**config.mk**
```make
export PLATFORM = sky130hd
export DESIGN_NAME = reg_write_arbiter_flat
export DESIGN_NICKNAME = d
export VERILOG_FILES = /design/src/rtl/reg_write_arbiter_if.sv /design/src/rtl/reg_write_arbiter.sv /design/src/flat_wrapper.sv
export SDC_FILE = /design/constraint.sdc
export NUM_CORES = 1
export LEC_CHECK = 0
export ABC_CLOCK_PERIOD_IN_PS = 2800
export CAP_MARGIN = 20
export CORE_ASPECT_RATIO = 0.6
export CORE_MARGIN = 4
export CORE_UTILIZATION = 46
export CTS_BUF_LIST = sky130_fd_sc_hd__clkbuf_8
export CTS_CLUSTER_DIAMETER = 120
export CTS_CLUSTER_SIZE = 28
export DETAILED_ROUTE_END_ITERATION = 12
export PLACE_DENSITY = 0.8
export SKIP_LAST_GASP = 1
export SLEW_MARGIN = 20
export SYNTH_ARGS = -nofsm -noshare
export SYNTH_HDL_FRONTEND = slang
export SYNTH_SLANG_ARGS = --single-unit
```
**constraint.sdc**
```tcl
create_clock -name clock -period 2.8 [get_ports clock]
set_input_delay 0.28 -clock clock [delete_from_list [all_inputs] [get_ports clock]]
set_output_delay 0.28 -clock clock [all_outputs]
set_load 0.05 [all_outputs]
```
**src/rtl/reg_write_arbiter_if.sv**
```systemverilog
// Bundle of the writeback, host-loader and register-file write-port signals
// that surround the $s register-file write arbiter.
interface reg_write_arbiter_if #(
  parameter int DATA_W = 32
);
  logic              wb_valid;
  logic [4:0]        wb_reg;
  logic [DATA_W-1:0] wb_data;
  logic              ld_valid;
  logic              ld_ready;
  logic [4:0]        ld_reg;
  logic [DATA_W-1:0] ld_data;
  logic              reg_write;
  logic [4:0]        write_reg;
  logic [DATA_W-1:0] write_data;
  logic              stall_req;
  logic [1:0]        fifo_count;
  logic              addr_err;
  logic              ovr_err;

  modport master (
    output wb_valid, wb_reg, wb_data, ld_valid, ld_reg, ld_data,
    input  ld_ready, reg_write, write_reg, write_data, stall_req,
           fifo_count, addr_err, ovr_err
  );

  modport slave (
    input  wb_valid, wb_reg, wb_data, ld_valid, ld_reg, ld_data,
    output ld_ready, reg_write, write_reg, write_data, stall_req,
           fifo_count, addr_err, ovr_err
  );
endinterface

```
**src/rtl/reg_write_arbiter.sv**
```systemverilog
// Shares the $s register-file write port between pipeline writeback (fixed
// priority) and a host loader queued in a 2-entry FIFO, with a starvation guard.
module reg_write_arbiter #(
  parameter int STARVE_LIMIT = 4,
  parameter int DATA_W       = 32
) (
  input logic               clock,
  input logic               reset_n,
  reg_write_arbiter_if.slave bus
);

  if (STARVE_LIMIT < 1 || STARVE_LIMIT > 15) begin : g_limit_check
    $error("reg_write_arbiter: STARVE_LIMIT must be in 1..15");
  end

  localparam logic [3:0] LIMIT_M1 = 4'(STARVE_LIMIT - 1);

  logic [4:0]        fifo_reg  [2];
  logic [DATA_W-1:0] fifo_data [2];
  logic              wr_ptr;
  logic              rd_ptr;
  logic [1:0]        count;
  logic [3:0]        starve_cnt;

  logic              ready;
  logic              push_fire;
  logic              addr_ok;
  logic              push;
  logic              pop;
  logic              lost;
  logic              starve_hit;

  logic              wr_en_p1;
  logic [4:0]        wr_reg_p1;
  logic [DATA_W-1:0] wr_data_p1;
  logic              stall_p1;
  logic              addr_err_q;
  logic              ovr_err_q;

  // Arbitration and handshake decode for the current cycle
  always_comb begin
    ready      = (count != 2'd2);
    push_fire  = bus.ld_valid & ready;
    addr_ok    = (bus.ld_reg[4:3] == 2'b10);
    push       = push_fire & addr_ok;
    pop        = ~bus.wb_valid & (count != 2'd0);
    lost       = bus.wb_valid & (count != 2'd0);
    starve_hit = lost & (starve_cnt == LIMIT_M1);
  end

  always_ff @(posedge clock or negedge reset_n) begin
    if (!reset_n) begin
      wr_ptr <= 1'b0;
      rd_ptr <= 1'b0;
      count  <= 2'd0;
    end else begin
      if (push) wr_ptr <= ~wr_ptr;
      if (pop)  rd_ptr <= ~rd_ptr;
      case ({push, pop})
        2'b10:   count <= count + 2'd1;
        2'b01:   count <= count - 2'd1;
        default: count <= count;
      endcase
    end
  end

  // FIFO payload needs no reset: only slots covered by count are ever read
  always_ff @(posedge clock) begin
    if (push) begin
      fifo_reg[wr_ptr]  <= bus.ld_reg;
      fifo_data[wr_ptr] <= bus.ld_data;
    end
  end

  always_ff @(posedge clock or negedge reset_n) begin
    if (!reset_n) begin
      starve_cnt <= 4'd0;
      stall_p1   <= 1'b0;
    end else begin
      stall_p1 <= starve_hit;
      if (pop || count == 2'd0 || starve_hit) begin
        starve_cnt <= 4'd0;
      end else if (lost) begin
        starve_cnt <= starve_cnt + 4'd1;
      end
    end
  end

  // Stage p1: registered register-file write port
  always_ff @(posedge clock or negedge reset_n) begin
    if (!reset_n) begin
      wr_en_p1   <= 1'b0;
      wr_reg_p1  <= 5'd0;
      wr_data_p1 <= '0;
    end else if (bus.wb_valid) begin
      wr_en_p1   <= 1'b1;
      wr_reg_p1  <= bus.wb_reg;
      wr_data_p1 <= bus.wb_data;
    end else if (pop) begin
      wr_en_p1   <= 1'b1;
      wr_reg_p1  <= fifo_reg[rd_ptr];
      wr_data_p1 <= fifo_data[rd_ptr];
    end else begin
      wr_en_p1   <= 1'b0;
    end
  end

  always_ff @(posedge clock or negedge reset_n) begin
    if (!reset_n) begin
      addr_err_q <= 1'b0;
      ovr_err_q  <= 1'b0;
    end else begin
      if (push_fire && !addr_ok)      addr_err_q <= 1'b1;
      if (bus.wb_valid && stall_p1)   ovr_err_q  <= 1'b1;
    end
  end

  assign bus.ld_ready   = ready;
  assign bus.fifo_count = count;
  assign bus.reg_write  = wr_en_p1;
  assign bus.write_reg  = wr_reg_p1;
  assign bus.write_data = wr_data_p1;
  assign bus.stall_req  = stall_p1;
  assign bus.addr_err   = addr_err_q;
  assign bus.ovr_err    = ovr_err_q;

endmodule

```
**src/flat_wrapper.sv**
```systemverilog
// flat-port wrapper written by rule: the top's interface ports become plain ports
module reg_write_arbiter_flat 
#(
  parameter int STARVE_LIMIT = 4,
  parameter int DATA_W       = 32
)
  (clock, reset_n, bus_wb_valid, bus_wb_reg, bus_wb_data, bus_ld_valid, bus_ld_reg, bus_ld_data, bus_ld_ready, bus_reg_write, bus_write_reg, bus_write_data, bus_stall_req, bus_fifo_count, bus_addr_err, bus_ovr_err);
  reg_write_arbiter_if #(.DATA_W(DATA_W)) bus_i ();
  input logic clock;
  input logic reset_n;
  input wire logic [$bits(bus_i.wb_valid)-1:0] bus_wb_valid;
  input wire logic [$bits(bus_i.wb_reg)-1:0] bus_wb_reg;
  input wire logic [$bits(bus_i.wb_data)-1:0] bus_wb_data;
  input wire logic [$bits(bus_i.ld_valid)-1:0] bus_ld_valid;
  input wire logic [$bits(bus_i.ld_reg)-1:0] bus_ld_reg;
  input wire logic [$bits(bus_i.ld_data)-1:0] bus_ld_data;
  output wire logic [$bits(bus_i.ld_ready)-1:0] bus_ld_ready;
  output wire logic [$bits(bus_i.reg_write)-1:0] bus_reg_write;
  output wire logic [$bits(bus_i.write_reg)-1:0] bus_write_reg;
  output wire logic [$bits(bus_i.write_data)-1:0] bus_write_data;
  output wire logic [$bits(bus_i.stall_req)-1:0] bus_stall_req;
  output wire logic [$bits(bus_i.fifo_count)-1:0] bus_fifo_count;
  output wire logic [$bits(bus_i.addr_err)-1:0] bus_addr_err;
  output wire logic [$bits(bus_i.ovr_err)-1:0] bus_ovr_err;
  assign bus_i.wb_valid = bus_wb_valid;
  assign bus_i.wb_reg = bus_wb_reg;
  assign bus_i.wb_data = bus_wb_data;
  assign bus_i.ld_valid = bus_ld_valid;
  assign bus_i.ld_reg = bus_ld_reg;
  assign bus_i.ld_data = bus_ld_data;
  assign bus_ld_ready = bus_i.ld_ready;
  assign bus_reg_write = bus_i.reg_write;
  assign bus_write_reg = bus_i.write_reg;
  assign bus_write_data = bus_i.write_data;
  assign bus_stall_req = bus_i.stall_req;
  assign bus_fifo_count = bus_i.fifo_count;
  assign bus_addr_err = bus_i.addr_err;
  assign bus_ovr_err = bus_i.ovr_err;
  reg_write_arbiter #(.STARVE_LIMIT(STARVE_LIMIT), .DATA_W(DATA_W)) u_core (.clock(clock), .reset_n(reset_n), .bus(bus_i));
endmodule
```
==> PnR_summary.wiki <==
{| class="wikitable"
! Metric !! Value
|-
| RD Place Congestion || 0.7644
|-
| H-Tree Depth || 4
|-
| Part of the cycle the worst path needs || 0.8028
|-
| IO Port Bufs || 121
|-
| Clock Tree Buf Depth || 2
|-
| Via density per instance || 5.137
|-
| Max-cap check violation count || 0
|-
| Layout cell share with drive strength beyond 1 || 0.1683
|-
| Routed length per placed instance || 17.14 um
|-
| Vias || 3308
|-
| Number of top-level pins || 122
|-
| Post-synth EDFFs || 74
|-
| Most common library cell in the layout ignoring fill and taps || sky130_fd_sc_hd__clkdlybuf4s50_1
|-
| Worst clock skew || 0.008656 ns
|-
| Placeable Area || 10740 um2
|-
| Min Clock Period, post-route || 2.248 ns
|-
| Global router's overall resource usage || 0.1796
|-
| Synthesis warning total || 0
|-
| Setup slack on the worst flop-to-flop path || 0.95 ns
|-
| Cell at the root of the clock tree || sky130_fd_sc_hd__clkbuf_8
|-
| Violation count after the first detailed-routing iteration || 196
|-
| Antenna violations before repair || 0
|-
| Portion of synthesized cell area occupied by the leading cell type || 0.4332
|-
| Accumulated negative setup slack || 0 ns
|-
| Final Slew Violations || 0
|-
| Main synth FF type || sky130_fd_sc_hd__edfxtp_1
|-
| Clock tree from TritonCTS || yes
|-
| Most area-consuming cells after synthesis || sky130_fd_sc_hd__edfxtp_1, sky130_fd_sc_hd__dfrtp_1, sky130_fd_sc_hd__a211oi_2, sky130_fd_sc_hd__o31ai_2, sky130_fd_sc_hd__nor2_1
|-
| Die footprint || 12960 um2
|-
| Highest metal layer with signal wires || met4
|-
| Total non-filler cell area in the finished layout || 6820 um2
|-
| Total standard cell area after synthesis || 5130 um2
|-
| Run status || finished clean
|-
| Cell-by-cell trace of the critical path || nand2b_1 -> clkdlybuf4s50_1
|-
| Crit path max fanout || 7
|-
| Data arrival time at the worst-slack endpoint || 1.97 ns
|-
| Worst relative slew slack || 0.5595
|-
| Post-Synthesis Cells || 365
|-
| Global-route wire length before repair || 18020 um
|-
| Starting density of the core || 0.4776
|-
| Pin count of the biggest net entering global routing || 51
|-
| Detail Placement HPWL || 7750 um
|-
| Post-Route Hold Slack || 0.2257 ns
|-
| Number of CTS-inserted buffers || 17
|-
| Mean post-synth cell area || 14.05 um2
|-
| RSZ-0062 raised after global routing || false
|-
| Place WS || 0.6995 ns
|-
| Clk slew on worst S/H paths || 0.07 ns
|-
| Fraction of the yosys area taken by sequential cells || 0.6722
|-
| Number of failing hold endpoints at the final stage || 0
|-
| Crit path required time || 2.52 ns
|-
| Std cell rows || 29
|-
| Leakage power || 0.002565 uW
|-
| Post-layout nets || 572
|-
| Flip-flop count of the largest register after layout || 64
|-
| Power density over the cells || 969.1 nW/um2
|-
| Seq cells post-synth || 123
|-
| Library cell with the largest summed area after synthesis || sky130_fd_sc_hd__edfxtp_1
|-
| DR pass1 iterations || 4
|-
| Synth-to-layout area growth || 32.95%
|-
| Path category of the worst min-delay check || primary input to async pin
|-
| Placed Instance Area || 6437 um2
|-
| Number of endpoints failing setup at the final stage || 0
|-
| Critical path's largest stage delay || 0.83 ns
|-
| FFs w/ async S/R, synth || 0.3984
|-
| Type of origin of the critical path || flip-flop
|-
| Detailed-route wire length on metal 1 || 5368 um
|-
| Post-synth net total || 445
|-
| Sort of element at the end of the critical path || primary output
|-
| Residual antenna-violating net count after detailed routing || 0
|-
| Number of setup buffers added after CTS || 0
|-
| Number of global-route vias before repair || 3511
|-
| IR drop worst, VDD || 728.4 uV
|-
| Fmax || 0.4448 GHz
|-
| CP max-delay cell || sky130_fd_sc_hd__clkdlybuf4s50_1
|-
| Worst slew pin tran || 0.6608 ns
|-
| Fin worst setup slack || 0.5520 ns
|-
| Filler cell count in the final layout || 795
|-
| Post-synthesis cell type count || 32
|-
| Die span in x || 144.3 um
|-
| Highest-count cells in the layout ignoring fill and taps || sky130_fd_sc_hd__clkdlybuf4s50_1, sky130_fd_sc_hd__edfxtp_1, sky130_fd_sc_hd__dfrtp_1
|-
| TritonCTS sink count || 123
|-
| Total length of routed met3 wires || 668 um
|-
| Sum of overflow across all layers after global routing || 0
|-
| DRC violation count after routing || 0
|-
| Chip Height || 89.80 um
|-
| Wirelength, routed || 11040 um
|-
| Antenna Cells || 0
|-
| Cells resized by post-CTS repair || 0
|-
| Type of the worst setup path || flip-flop to primary output
|-
| Met2 Routed Length || 4873 um
|-
| Worst-skew pair later-pin latency || 0.42 ns
|}
## synthesized netlist by cell type (3+ instances only)
library cell,n
sky130_fd_sc_hd__buf_4,3
sky130_fd_sc_hd__o31ai_2,19
sky130_fd_sc_hd__edfxtp_1,74
sky130_fd_sc_hd__a211oi_1,18
sky130_fd_sc_hd__xnor2_1,3
sky130_fd_sc_hd__nor2b_1,21
sky130_fd_sc_hd__buf_2,3
sky130_fd_sc_hd__xor2_1,3
sky130_fd_sc_hd__nor2_1,42
sky130_fd_sc_hd__o31ai_1,18
sky130_fd_sc_hd__dfrtp_1,49
sky130_fd_sc_hd__buf_6,10
sky130_fd_sc_hd__clkbuf_1,7
sky130_fd_sc_hd__a211oi_2,19
sky130_fd_sc_hd__and2b_1,17
sky130_fd_sc_hd__nand2_1,39
## power by group
group | switching [uW] | internal (uW)
logic | 1690 | 974
registers | 246 | 2240
clock network | 652 | 813
total | 2580 | 4020
## cell families after synthesis
| logic type | synth area share |
|---|---|
| AO/OA/AOI/OAI | 0.1493 |
| buffers and inverters | 0.03659 |
| adder cells (fa/ha/maj) | 0.004877 |
| XOR/XNOR | 0.01025 |
| AND/OR/NAND/NOR | 0.1268 |
| flip-flops | 0.6722 |
## layout make-up
| type | count | area (um2) | area share |
|---|---|---|---|
| tap | 139 | 173.9 | 0.02550 |
| timing repair buffer | 133 | 1306 | 0.1915 |
| multi-input combinational | 216 | 1514 | 0.2220 |
| sequential | 123 | 3450 | 0.5058 |
| inverter | 1 | 3.754 | 0.0005504 |
| clock inverter | 13 | 111.4 | 0.01633 |
| clock buffer | 19 | 261.5 | 0.03834 |
## worst paths after layout
kind                                                       from                               endpoint  cells past startpoint
setup / recovery           u_core.bus.fifo_count[0]$_DFFE_PN0P_                           bus_ld_ready                      2
hold / removal                                          reset_n  u_core.bus.write_data[17]$_DFFE_PN0P_                      2
setup reg to reg           u_core.bus.fifo_count[0]$_DFFE_PN0P_      u_core.fifo_data[1][27]$_DFFE_PP_                      4
hold reg to reg                  u_core.bus.ovr_err$_DFFE_PN0P_         u_core.bus.ovr_err$_DFFE_PN0P_                      1
max in group asynchronous                               reset_n              u_core.rd_ptr$_DFFE_PN0P_                      3
min in group clock                                 bus_wb_valid    u_core.bus.write_reg[2]$_DFFE_PN0P_                      3
## per-stage QoR
| stage | instances | total power [uW] | utilization |
|---|---|---|---|
| 3_3_place_gp | 611 | 5122 | 0.5994 |
| 3_5_place_dp | 611 | 5193 | 0.5994 |
| 4_1_cts | 644 | 6669 | 0.6350 |
| 6_report | 644 | 6609 | 0.6350 |
| 2_1_floorplan | 365 | 4441 | - |
| 5_1_grt | 644 | 6962 | 0.6350 |
## per-layer routing
| metal | vias up | global-route usage |
|---|---|---|
| li1 | 1587 | - |
| met1 | 1611 | 0.2524 |
| met2 | 94 | 0.2650 |
| met3 | 16 | 0.06045 |
| met4 | 0 | 0.05590 |
| met5 | - | 0 |
## critical path: cells and delay by family (launching register included)
kind                   cells  cell delay, ns
buffers and inverters      1            0.83
flip-flops                 1            0.51
AND/OR/NAND/NOR            1            0.20
## what timing repair did
action,4_1_cts,5_1_grt
hold buffers,1,0
hold endpoints to repair,7,0
setup endpoints to repair,0,0
(Power assumes the default switching activity.)
